`config.mk`:
```
export PLATFORM = sky130hd
export DESIGN_NAME = or1200_ic_biu
export DESIGN_NICKNAME = d
export VERILOG_FILES = /design/src/rtl/or1200_ic_biu_pkg.sv /design/src/rtl/or1200_ic_biu_addrgen.sv /design/src/rtl/or1200_ic_biu.sv
export SDC_FILE = /design/constraint.sdc
export NUM_CORES = 1
export LEC_CHECK = 0
export BUFFER_PORTS_ARGS = -buffer_cell sky130_fd_sc_hd__buf_2
export CAP_MARGIN = 25
export CELL_PAD_IN_SITES_DETAIL_PLACEMENT = 0
export CELL_PAD_IN_SITES_GLOBAL_PLACEMENT = 1
export CORE_MARGIN = 2
export CORE_UTILIZATION = 31
export DETAILED_ROUTE_END_ITERATION = 10
export MAX_ROUTING_LAYER = met4
export PLACE_DENSITY_LB_ADDON = 0.1
export SLEW_MARGIN = 20
export SYNTH_ARGS = -nofsm -noshare
export SYNTH_HDL_FRONTEND = slang
export SYNTH_SLANG_ARGS = --single-unit
```
`constraint.sdc`:
```
create_clock -name clk -period 2.7 [get_ports clk]
set_input_delay 0.81 -clock clk [delete_from_list [all_inputs] [get_ports clk]]
set_output_delay 0.81 -clock clk [all_outputs]
set_load 0.01 [all_outputs]
```
`src/rtl/or1200_ic_biu_pkg.sv`:
```
// Shared types and Wishbone B3 encodings for the instruction-side bus interface unit.
package or1200_ic_biu_pkg;

  localparam int LINE_BEATS = 4;

  typedef enum logic [1:0] {
    ST_IDLE,
    ST_ACTIVE,
    ST_DRAIN,
    ST_GAP
  } biu_state_e;

  localparam logic [2:0] CTI_CLASSIC = 3'b000;
  localparam logic [2:0] CTI_INCR    = 3'b010;
  localparam logic [2:0] CTI_EOB     = 3'b111;

  localparam logic [1:0] BTE_LINEAR  = 2'b00;
  localparam logic [1:0] BTE_WRAP4   = 2'b01;

endpackage

```
`src/rtl/or1200_ic_biu_addrgen.sv`:
```
// Beat address and beat counter for line refills; the low word-address bits wrap
// within the line so the critical word goes out first.
module or1200_ic_biu_addrgen
  import or1200_ic_biu_pkg::*;
(
  input  logic        clk,
  input  logic        rst,
  input  logic        load_i,
  input  logic [29:0] load_addr_i,
  input  logic        load_burst_i,
  input  logic        advance_i,
  output logic [31:0] adr_o,
  output logic        burst_o,
  output logic        last_o,
  output logic        to_last_o
);

  localparam int CW = $clog2(LINE_BEATS);

  logic [29:0]   adr_q;
  logic [CW-1:0] cnt_q;
  logic          burst_q;

  always_ff @(posedge clk or negedge rst) begin
    if (!rst) begin
      adr_q   <= '0;
      cnt_q   <= '0;
      burst_q <= 1'b0;
    end else if (load_i) begin
      adr_q   <= load_addr_i;
      cnt_q   <= '0;
      burst_q <= load_burst_i;
    end else if (advance_i) begin
      adr_q[CW-1:0] <= adr_q[CW-1:0] + 1'b1;
      cnt_q         <= cnt_q + 1'b1;
    end
  end

  assign adr_o     = {adr_q, 2'b00};
  assign burst_o   = burst_q;
  assign last_o    = !burst_q || (cnt_q == CW'(LINE_BEATS - 1));
  // Beat whose acknowledge moves the burst onto its final beat.
  assign to_last_o = burst_q && (cnt_q == CW'(LINE_BEATS - 2));

endmodule

```
`src/rtl/or1200_ic_biu.sv`:
```
// Instruction-cache bus interface: turns IC read requests into Wishbone B3 classic
// single reads or wrap-4 line bursts, with retry limiting and abort draining.
module or1200_ic_biu
  import or1200_ic_biu_pkg::*;
#(
  parameter int RTY_MAX = 15
) (
  input  logic        clk,
  input  logic        rst,
  input  logic        biu_read,
  input  logic        biu_burst,
  input  logic [31:0] biu_addr,
  output logic [31:0] biudata_o,
  output logic        biudata_valid,
  output logic        biudata_error,
  output logic        wb_cyc_o,
  output logic        wb_stb_o,
  output logic        wb_we_o,
  output logic [3:0]  wb_sel_o,
  output logic [31:0] wb_adr_o,
  output logic [2:0]  wb_cti_o,
  output logic [1:0]  wb_bte_o,
  input  logic [31:0] wb_dat_i,
  input  logic        wb_ack_i,
  input  logic        wb_err_i,
  input  logic        wb_rty_i
);

  biu_state_e  state_q, state_d;
  logic        cyc_q, cyc_d;
  logic [2:0]  cti_q, cti_d;
  logic [1:0]  bte_q, bte_d;
  logic [3:0]  rty_cnt_q, rty_cnt_d;

  logic        load, advance;
  logic        ag_burst, ag_last, ag_to_last;
  logic [31:0] ag_adr;
  logic        in_cycle, ack, err, rty, rty_hit, beat_err;
  logic        unused_addr_bits;

  assign unused_addr_bits = ^biu_addr[1:0];

  or1200_ic_biu_addrgen u_addrgen (
    .clk          (clk),
    .rst          (rst),
    .load_i       (load),
    .load_addr_i  (biu_addr[31:2]),
    .load_burst_i (biu_burst),
    .advance_i    (advance),
    .adr_o        (ag_adr),
    .burst_o      (ag_burst),
    .last_o       (ag_last),
    .to_last_o    (ag_to_last)
  );

  // Terminations are only meaningful while a cycle is open; err outranks ack outranks rty.
  assign in_cycle = (state_q == ST_ACTIVE) || (state_q == ST_DRAIN);
  assign err      = in_cycle && wb_err_i;
  assign ack      = in_cycle && wb_ack_i && !wb_err_i;
  assign rty      = in_cycle && wb_rty_i && !wb_ack_i && !wb_err_i;
  assign rty_hit  = rty && (rty_cnt_q == 4'(RTY_MAX - 1));
  assign beat_err = err || rty_hit;

  assign biudata_o     = wb_dat_i;
  assign biudata_valid = (state_q == ST_ACTIVE) && ack && biu_read;
  assign biudata_error = (state_q == ST_ACTIVE) && beat_err && biu_read;

  always_ff @(posedge clk or negedge rst) begin
    if (!rst) begin
      state_q   <= ST_IDLE;
      cyc_q     <= 1'b0;
      cti_q     <= CTI_CLASSIC;
      bte_q     <= BTE_LINEAR;
      rty_cnt_q <= '0;
    end else begin
      state_q   <= state_d;
      cyc_q     <= cyc_d;
      cti_q     <= cti_d;
      bte_q     <= bte_d;
      rty_cnt_q <= rty_cnt_d;
    end
  end

  always_comb begin
    state_d   = state_q;
    cyc_d     = cyc_q;
    cti_d     = cti_q;
    bte_d     = bte_q;
    rty_cnt_d = rty_cnt_q;
    load      = 1'b0;
    advance   = 1'b0;
    case (state_q)
      ST_IDLE: begin
        if (biu_read) begin
          load      = 1'b1;
          cyc_d     = 1'b1;
          cti_d     = biu_burst ? CTI_INCR : CTI_CLASSIC;
          bte_d     = biu_burst ? BTE_WRAP4 : BTE_LINEAR;
          rty_cnt_d = '0;
          state_d   = ST_ACTIVE;
        end
      end
      ST_ACTIVE: begin
        if (beat_err || (ack && ag_last)) begin
          state_d   = ST_GAP;
          cyc_d     = 1'b0;
          cti_d     = CTI_CLASSIC;
          bte_d     = BTE_LINEAR;
          rty_cnt_d = '0;
        end else if (ack) begin
          advance   = 1'b1;
          rty_cnt_d = '0;
          if (!biu_read) begin
            cti_d   = CTI_EOB;
            state_d = ST_DRAIN;
          end else if (ag_to_last) begin
            cti_d   = CTI_EOB;
          end
        end else begin
          if (rty) rty_cnt_d = rty_cnt_q + 1'b1;
          if (!biu_read) begin
            state_d = ST_DRAIN;
            if (ag_burst) cti_d = CTI_EOB;
          end
        end
      end
      ST_DRAIN: begin
        if (beat_err || ack) begin
          state_d   = ST_GAP;
          cyc_d     = 1'b0;
          cti_d     = CTI_CLASSIC;
          bte_d     = BTE_LINEAR;
          rty_cnt_d = '0;
        end else if (rty) begin
          rty_cnt_d = rty_cnt_q + 1'b1;
        end
      end
      ST_GAP:  state_d = ST_IDLE;
      default: state_d = ST_IDLE;
    endcase
  end

  assign wb_cyc_o = cyc_q;
  assign wb_stb_o = cyc_q;
  assign wb_we_o  = 1'b0;
  assign wb_sel_o = {4{cyc_q}};
  assign wb_adr_o = ag_adr;
  assign wb_cti_o = cti_q;
  assign wb_bte_o = bte_q;

endmodule

```
==> qor.log, run 1 <==
INFO  status         outcome=complete, no violations
INFO  pwr            power-per-cell-area=1152nW/um2
INFO  setup_path     req_time_crit_path=1890ps
INFO  floorplan      io_pins=149
INFO  setup_path     critical_path.cell_chain=inv_1 -> ha_1 -> buf_4 -> nor2b_4 -> nand2_1 -> nor2_1 -> buf_2
INFO  clock_tree     ctsLongestPathBuffers=2
INFO  placed_design  place_hpwl=3587um
INFO  setup_path     top_cell_family_by_delay_on_the_critical_path=flip-flops
INFO  sta            post-route-period-util=95.14%
INFO  synthesis      synthesis.instances=199
INFO  floorplan      start_util=31.93%
INFO  final_layout   final_core_utilization=37.23%
INFO  final_layout   final_net_count=327
INFO  clock_tree     ctsHoldBuffers=0
INFO  synthesis      synth.cell_area=2316um2
INFO  clock_tree     tritoncts.num_buffers=5
INFO  routing        drt_first_pass_iters=3
INFO  routing        antenna_violating_nets_post_route=0
INFO  clock_tree     worstSkewPairLatency=290ps
INFO  pwr            power=3.109mW
INFO  setup_path     crit_path_start_kind=register
INFO  grt            total_congestion_overflow=0
INFO  sta            timing.final.max_slew_violations=0
INFO  synthesis      synthesis.yosys.warnings=0
INFO  floorplan      die_h=90.44um
INFO  min_path       hold_path.class=in2async
INFO  setup_path     arrival=1760ps
INFO  synthesis      ys.flop_type=sky130_fd_sc_hd__dfrtp_1
INFO  routing        detail_route.wirelength=4797um
INFO  synthesis      post_synthesis_sequential_element_count=43
INFO  pwr            vdd_ir_drop_max=0.0004201V
INFO  setup_path     timing.critical_path.slowest_cell_delay=440ps
INFO  synthesis      syn-mean-instance-area=11.64um2
INFO  setup_path     end_kind=output port
INFO  placed_design  post-place-ws=144.3ps
INFO  sta            max_clock_freq=389.3MHz
INFO  final_layout   drive_gt1_share=53.41%
INFO  grt            wire_length_of_the_first_global_routing_pass=7879um
INFO  sta            totalNegativeSetupSlack=0ps
INFO  grt            global_route.usage.total=12.22%
INFO  setup_path     setup.worst_path.class=reg2out
INFO  clock_tree     clock_tree.htree_level_count=2
INFO  clock_tree     tritoncts=done
INFO  routing        remaining_drc_errors=0
INFO  clock_tree     clock_sink_count=43
INFO  clock_tree     path_clk_slew=90ps
INFO  floorplan      placement_rows=31
INFO  routing        detail_route.iter0.violations=49
INFO  floorplan      core_region_area=7253um2
INFO  sta            finalHoldViolations=0
INFO  final_layout   syn2layout_area_growth=16.59%
INFO  synthesis      synth.yosys.seq_area_share=46.46%
INFO  routing        dr_total_vias=1,548
INFO  routing        detail_route.vias_per_cell=4.448
INFO  sta            worst_clock_skew=4.425ps
INFO  setup_path     sum_of_buffers_and_inverters_on_the_critical_path=3
INFO  floorplan      floorplan.die.width=90.44um
INFO  setup_path     worst-path-max-fanout=8
INFO  pwr            power.static_leakage=1.346nW
INFO  sta            postLayoutSetupSlackWorst=131.2ps
INFO  final_layout   multi_input_combinational_cell_area=909.6um2
INFO  grt            pin_count_of_the_biggest_net_entering_global_routing=34
INFO  sta            setup_violations=0
INFO  placed_design  place_congestion=0.7301
INFO  synthesis      postSynth.asyncResetShare=100.0%
INFO  grt            number_of_antenna_violations_at_the_first_check_in_global_routing=0
INFO  final_layout   insertedDiodeCount=0
INFO  clock_tree     clockRootBuffer=sky130_fd_sc_hd__clkbuf_8
INFO  floorplan      dieArea=8178um2
INFO  setup_path     cp_slowest_cell=sky130_fd_sc_hd__dfrtp_1
INFO  synthesis      ys_types=41
INFO  placed_design  port_buffers=78
INFO  final_layout   fillers=752
INFO  sta            rsz0062_at_grt=no
INFO  final_layout   regArea=1076um2
INFO  sta            period_minus_slack=2569ps
INFO  grt            first_global_vias=1,623
INFO  synthesis      synth-edff-count=0
INFO  job            max_cap_violations=0
INFO  routing        wl_per_cell=13.78um
[through the flow]
step	cell area [um2]	cells	hold slack (ps)
final	2700	348	472.8
after global placement	2561	338	482.6
after floorplan	2327	202	514.4
after global routing	2700	348	494.2
after detailed placement	2561	338	487.1
after CTS	2674	346	483.9
[cell usage in the layout (no fill, tap or decap), types with 2 or more instances in the layout]
master and instances:
sky130_fd_sc_hd__inv_1 6, sky130_fd_sc_hd__xnor2_1 3, sky130_fd_sc_hd__xor2_1 3, sky130_fd_sc_hd__conb_1 4
sky130_fd_sc_hd__buf_4 6, sky130_fd_sc_hd__mux2i_1 2, sky130_fd_sc_hd__nand4_1 2, sky130_fd_sc_hd__nand2_1 8
sky130_fd_sc_hd__dfrtp_1 43, sky130_fd_sc_hd__nand3_1 2, sky130_fd_sc_hd__ha_1 8, sky130_fd_sc_hd__buf_2 78
sky130_fd_sc_hd__clkbuf_8 5, sky130_fd_sc_hd__o21ai_0 2, sky130_fd_sc_hd__a211oi_1 2, sky130_fd_sc_hd__nand2b_1 3
sky130_fd_sc_hd__nor2_1 8, sky130_fd_sc_hd__mux2_2 31, sky130_fd_sc_hd__a21oi_1 5
[kinds of logic after synthesis]
| kind of cell | synth area share, % |
|---|---|
| AO/OA/AOI/OAI | 4.592 |
| buffers and inverters | 15.24 |
| multiplexers | 16.59 |
| AND/OR/NAND/NOR | 10.37 |
| flip-flops | 46.46 |
| XOR/XNOR | 2.269 |
| other | 0.1619 |
| adder cells (fa/ha/maj) | 4.322 |
[what timing repair did]
item                                    4_1_cts  5_1_grt
resized for setup                             0        3
endpoints found under the setup margin        0        2
buffers inserted                              0        2
[sequential cells by signal, indices dropped and copies added (netlist names)]
name / cells
u_addrgen.burst_o: 1
wb_cyc_o: 1
wb_cti_o: 2
u_addrgen.cnt_q: 2
wb_bte_o: 1
rty_cnt_q: 4
state_q: 2
u_addrgen.adr_q: 30
[worst paths after layout]
kind / start / end / slack (ps) / cells after the start
worst min-delay path: rst / rty_cnt_q[1] / 470 / 1
worst min register to register: u_addrgen.adr_q[22] / u_addrgen.adr_q[22] / 500 / 1
worst max-delay path: state_q[1] / biudata_valid / 130 / 7
min in group clk: u_addrgen.adr_q[22] / u_addrgen.adr_q[22] / 500 / 1
worst max register to register: state_q[1] / wb_bte_o[0] / 360 / 8
max in group asynchronous: rst / state_q[0] / 1730 / 2
[cells in the mapped netlist (all sizes together), types with 2 or more instances]
| library cell | n | area, um2 |
|---|---|---|
| mux2 | 32 | 364.1 |
| buf | 44 | 322.8 |
| nor2 | 8 | 30.03 |
| nand2 | 8 | 30.03 |
| nand2b | 3 | 18.77 |
| o21ai | 3 | 15.01 |
| a211oi | 2 | 15.01 |
| ha | 8 | 100.1 |
| dfrtp | 43 | 1076 |
| xor2 | 3 | 26.28 |
| mux2i | 2 | 20.02 |
| and3 | 2 | 17.52 |
| xnor2 | 3 | 26.28 |
| clkbuf | 2 | 7.510 |
| a21oi | 6 | 30.03 |
| nand3 | 2 | 10.01 |
| inv | 6 | 22.52 |
| nor2b | 2 | 12.51 |
| nand4 | 3 | 33.78 |
[area by class of cell]
class / instances / share of cell area (%)
Timing Repair Buffer: 85 / 16.87
Multi-Input combinational cell: 107 / 33.69
Tap cell: 99 / 4.588
Inverter: 6 / 0.8341
Sequential cell: 43 / 39.85
Clock buffer: 5 / 2.549
Clock inverter: 3 / 1.622
[power by group]
part           internal (mW)  leakage, nW  switching, mW  total (mW)
Combinational          0.773        0.765          0.722        1.50
Clock                  0.276       0.0581          0.231       0.507
Sequential             0.942        0.523          0.166        1.11
Total                   1.99         1.35           1.12        3.11
[per-layer routing]
metal | GRT usage [%] | wire [um] | share of wire [%]
met1 | 15.32 | 2242 | 47
met4 | 4.615 | 84 | 1.8
met5 | - | 0 | 0
met3 | 4.090 | 359 | 7.5
met2 | 18.36 | 2111 | 44
Power figures use the tool's default switching activity.
==> inputs of run 2 (changes only) <==
--- a/config.mk
+++ b/config.mk
@@ -13,7 +13,7 @@
 export CORE_UTILIZATION = 31
 export DETAILED_ROUTE_END_ITERATION = 10
 export MAX_ROUTING_LAYER = met4
-export PLACE_DENSITY_LB_ADDON = 0.1
+export PLACE_DENSITY_LB_ADDON = 0.25
 export SLEW_MARGIN = 20
 export SYNTH_ARGS = -nofsm -noshare
 export SYNTH_HDL_FRONTEND = slang
==> constraint.sdc (replaced) <==
create_clock -name clk -period 2.5 [get_ports clk]
set_input_delay 0.75 -clock clk [delete_from_list [all_inputs] [get_ports clk]]
set_output_delay 0.75 -clock clk [all_outputs]
set_load 0.01 [all_outputs]
==> run 2 against run 1 <==
  * Die area did not move
  * Clock-buffer cell count rose by 1
  * First-iteration DRC count fell by 14%
  * Global-route usage fell by 0.58 points
  * Combinational power rose by 12%
  * Sequential power rose by 7%
  * Clock power fell by 15%
  * Largest power group unchanged
==> qor.log, run 2 (synthesis gave the netlist of run 1 again) <==
INFO  routing        detail_route.vias_per_cell=4.393 [was 4.448]
INFO  routing        antenna_violating_nets_post_route=0 [unchanged]
INFO  job            max_cap_violations=0 [unchanged]
INFO  setup_path     reg2reg_depth=8 [unchanged]
INFO  sta            fin_hold_ws=363.4ps [was 472.8 ps]
INFO  sta            finalHoldViolations=0 [unchanged]
INFO  pwr            vdd_ir_drop_max=0.0005212V [was 0.0004201 V]
INFO  grt            wire_length_of_the_first_global_routing_pass=7624um [was 7879 um]
INFO  floorplan      dieArea=8178um2 [unchanged]
INFO  grt            first_global_vias=1,547 [was 1,623]
INFO  setup_path     end_kind=output port [unchanged]
INFO  floorplan      placement_rows=31 [unchanged]
INFO  sta            period_minus_slack=2415ps
INFO  clock_tree     clock_sink_count=43 [unchanged]
INFO  setup_path     cp_slowest_cell=sky130_fd_sc_hd__dfrtp_1 [unchanged]
INFO  clock_tree     tritoncts=done [unchanged]
INFO  grt            pin_count_of_the_biggest_net_entering_global_routing=34 [unchanged]
INFO  routing        drt_first_pass_iters=4 [was 3]
INFO  sta            totalNegativeSetupSlack=0ps [unchanged]
INFO  final_layout   largest_registers=u_addrgen.adr_q: 30 flops, rty_cnt_q: 4 flops [unchanged]
INFO  final_layout   top_register=u_addrgen.adr_q [unchanged]
INFO  setup_path     req_time_crit_path=1750ps [was 1890 ps]
INFO  clock_tree     clock_tree.htree_level_count=2 [unchanged]
INFO  final_layout   syn2layout_area_growth=17.13% [was 16.59%]
INFO  placed_design  port_buffers=78 [unchanged]
INFO  setup_path     r2r-start=state_q[0] [was state_q[1]]
INFO  pwr            power.static_leakage=1.347nW [was 1.346 nW]
INFO  pwr            power-per-cell-area=1217nW/um2 [was 1152 nW/um2]
INFO  placed_design  place_hpwl=3446um [was 3587 um]
INFO  floorplan      floorplan.die.width=90.44um [unchanged]
INFO  pwr            internal_power=2.096mW [was 1.991 mW]
INFO  sta            setup_violations=0 [unchanged]
INFO  grt            number_of_antenna_violations_at_the_first_check_in_global_routing=0 [unchanged]
INFO  placed_design  place_congestion=0.8020 [was 0.7301]
INFO  setup_path     timing.reg2reg.setup_slack=270ps [was 360 ps]
INFO  setup_path     setup.worst_path.class=reg2out [unchanged]
INFO  setup_path     timing.critical_path.slowest_cell_delay=380ps [was 440 ps]
INFO  floorplan      core_region_area=7253um2 [unchanged]
INFO  final_layout   most_frequent_cells_in_the_layout=sky130_fd_sc_hd__buf_2, sky130_fd_sc_hd__dfrtp_1, sky130_fd_sc_hd__mux2_2 [unchanged]
INFO  min_path       hold_path.class=in2async [unchanged]
INFO  sta            worst_clock_skew=3.546ps [was 4.425 ps]
INFO  floorplan      start_util=31.93% [unchanged]
INFO  grt            global_route.usage.total=11.64% [was 12.22%]
INFO  pwr            switchingPower=1.204mW [was 1.119 mW]
INFO  pwr            share_seq_of_total_power=36.2% [was 35.6%]
INFO  pwr            power=3.300mW [was 3.109 mW]
INFO  setup_path     arrival=1660ps [was 1760 ps]
INFO  sta            rsz0062_at_grt=yes [was no]
INFO  sta            post-route-period-util=96.59%
INFO  clock_tree     path_clk_slew=80ps [was 90 ps]
INFO  final_layout   drive_gt1_share=55.29% [was 53.41%]
INFO  routing        remaining_drc_errors=0 [unchanged]
INFO  final_layout   layout.cells.most_common=sky130_fd_sc_hd__buf_2 [unchanged]
INFO  grt            total_congestion_overflow=0 [unchanged]
INFO  clock_tree     ctsLongestPathBuffers=2 [unchanged]
INFO  routing        detail_route.iter0.violations=42 [was 49]
INFO  sta            timing.final.max_slew_violations=0 [unchanged]
INFO  clock_tree     tritoncts.num_buffers=5 [unchanged]
INFO  pwr            power_switching_share=36.49% [was 35.98%]
INFO  routing        dr_total_vias=1,555 [was 1,548]
INFO  pwr            p_comb_share=50.8% [was 48.1%]
INFO  floorplan      die_h=90.44um [unchanged]
INFO  final_layout   fillers=757 [was 752]
INFO  routing        wl_per_cell=12.61um [was 13.78 um]
INFO  final_layout   final_net_count=333 [was 327]
INFO  final_layout   final_core_utilization=37.40% [was 37.23%]
INFO  final_layout   insertedDiodeCount=0 [unchanged]
INFO  clock_tree     clockRootBuffer=sky130_fd_sc_hd__clkbuf_8 [unchanged]
INFO  pwr            clock_power_share=13.0% [was 16.3%]
INFO  setup_path     worst_setup_path_startpoint=state_q[0] [was state_q[1]]
INFO  setup_path     worst-path-max-fanout=5 [was 8]
INFO  final_layout   largest_register_ffs=30 [unchanged]
INFO  setup_path     critical_path.cell_chain=inv_2 -> ha_4 -> and4bb_4 -> nand4_4 -> a21oi_2 -> buf_2 [was inv_1 -> ha_1 -> buf_4 -> nor2b_4 -> nand2_1 -> nor2_1 -> buf_2]
INFO  setup_path     crit_path_start_kind=register [unchanged]
INFO  sta            max_clock_freq=414.1MHz
INFO  routing        detail_route.wirelength=4465um [was 4797 um]
INFO  clock_tree     worstSkewPairLatency=290ps [about the same]
INFO  status         outcome=complete, no violations [unchanged]
INFO  floorplan      io_pins=149 [unchanged]
==> run 2: stage by stage <==
step / std cells / setup slack [ps] / instance area [um2]
floorplan: 202 / 267.5 / 2327
global placement: 342 / 85.02 / 2579
detailed placement: 342 / 95.06 / 2579
CTS: 352 / 12.31 / 2695
global route: 354 / -11.03 / 2713
finish: 354 / 85.28 / 2713
==> run 2: path summary, 6_finish.rpt <==
path                                        to
max                              biudata_error
min                        u_addrgen.adr_q[21]
max reg2reg                        wb_bte_o[0]
min reg2reg                u_addrgen.adr_q[17]
max in group asynchronous  u_addrgen.adr_q[13]
min in group clk           u_addrgen.adr_q[17]
==> run 2: worst max-delay path: cells and delay by family, from the launching register on <==
family                   cells  cell delay, ps
adder cells (fa/ha/maj)      1             270
buffers and inverters        2             210
flip-flops                   1             380
AO/OA/AOI/OAI                1             150
AND/OR/NAND/NOR              2             360
==> run 2: per-layer routing <==
layer,GRT usage (%),vias to the layer above,share of wire [%],wire length [um]
li1,-,737,-,-
met1,15.61,745,47,2082
met2,17.42,66,45,1999
met3,3.589,7,7.8,349
met4,2.564,0,0.74,33
met5,-,-,0,0
==> run 2: area by class of cell <==
class                           count  area (um2)  area share, %
Timing Repair Buffer               91       488.0          17.99
Clock inverter                      2       12.51         0.4613
Clock buffer                        6       72.57          2.675
Multi-Input combinational cell    107       917.1          33.81
Sequential cell                    43        1076          39.67
Inverter                            6       22.52         0.8303
Tap cell                           99       123.9          4.566
==> run 2: timing repair <==
item                                    in CTS  in global routing
endpoints found under the setup margin       2                  2
setup buffers                                2                  2
hold buffers                                 0                  0
pin swaps                                    0                  2
resized for setup                            2                  3
==> run 2: power by group through the flow <==
stage          logic, mW  clock network [mW]  registers, mW
2_1_floorplan       1.01                   0           1.34
3_3_place_gp        1.62                   0           1.20
3_5_place_dp        1.63                   0           1.22
4_1_cts             1.70               0.455           1.20
5_1_grt             1.85               0.486           1.23
6_report            1.68               0.430           1.19
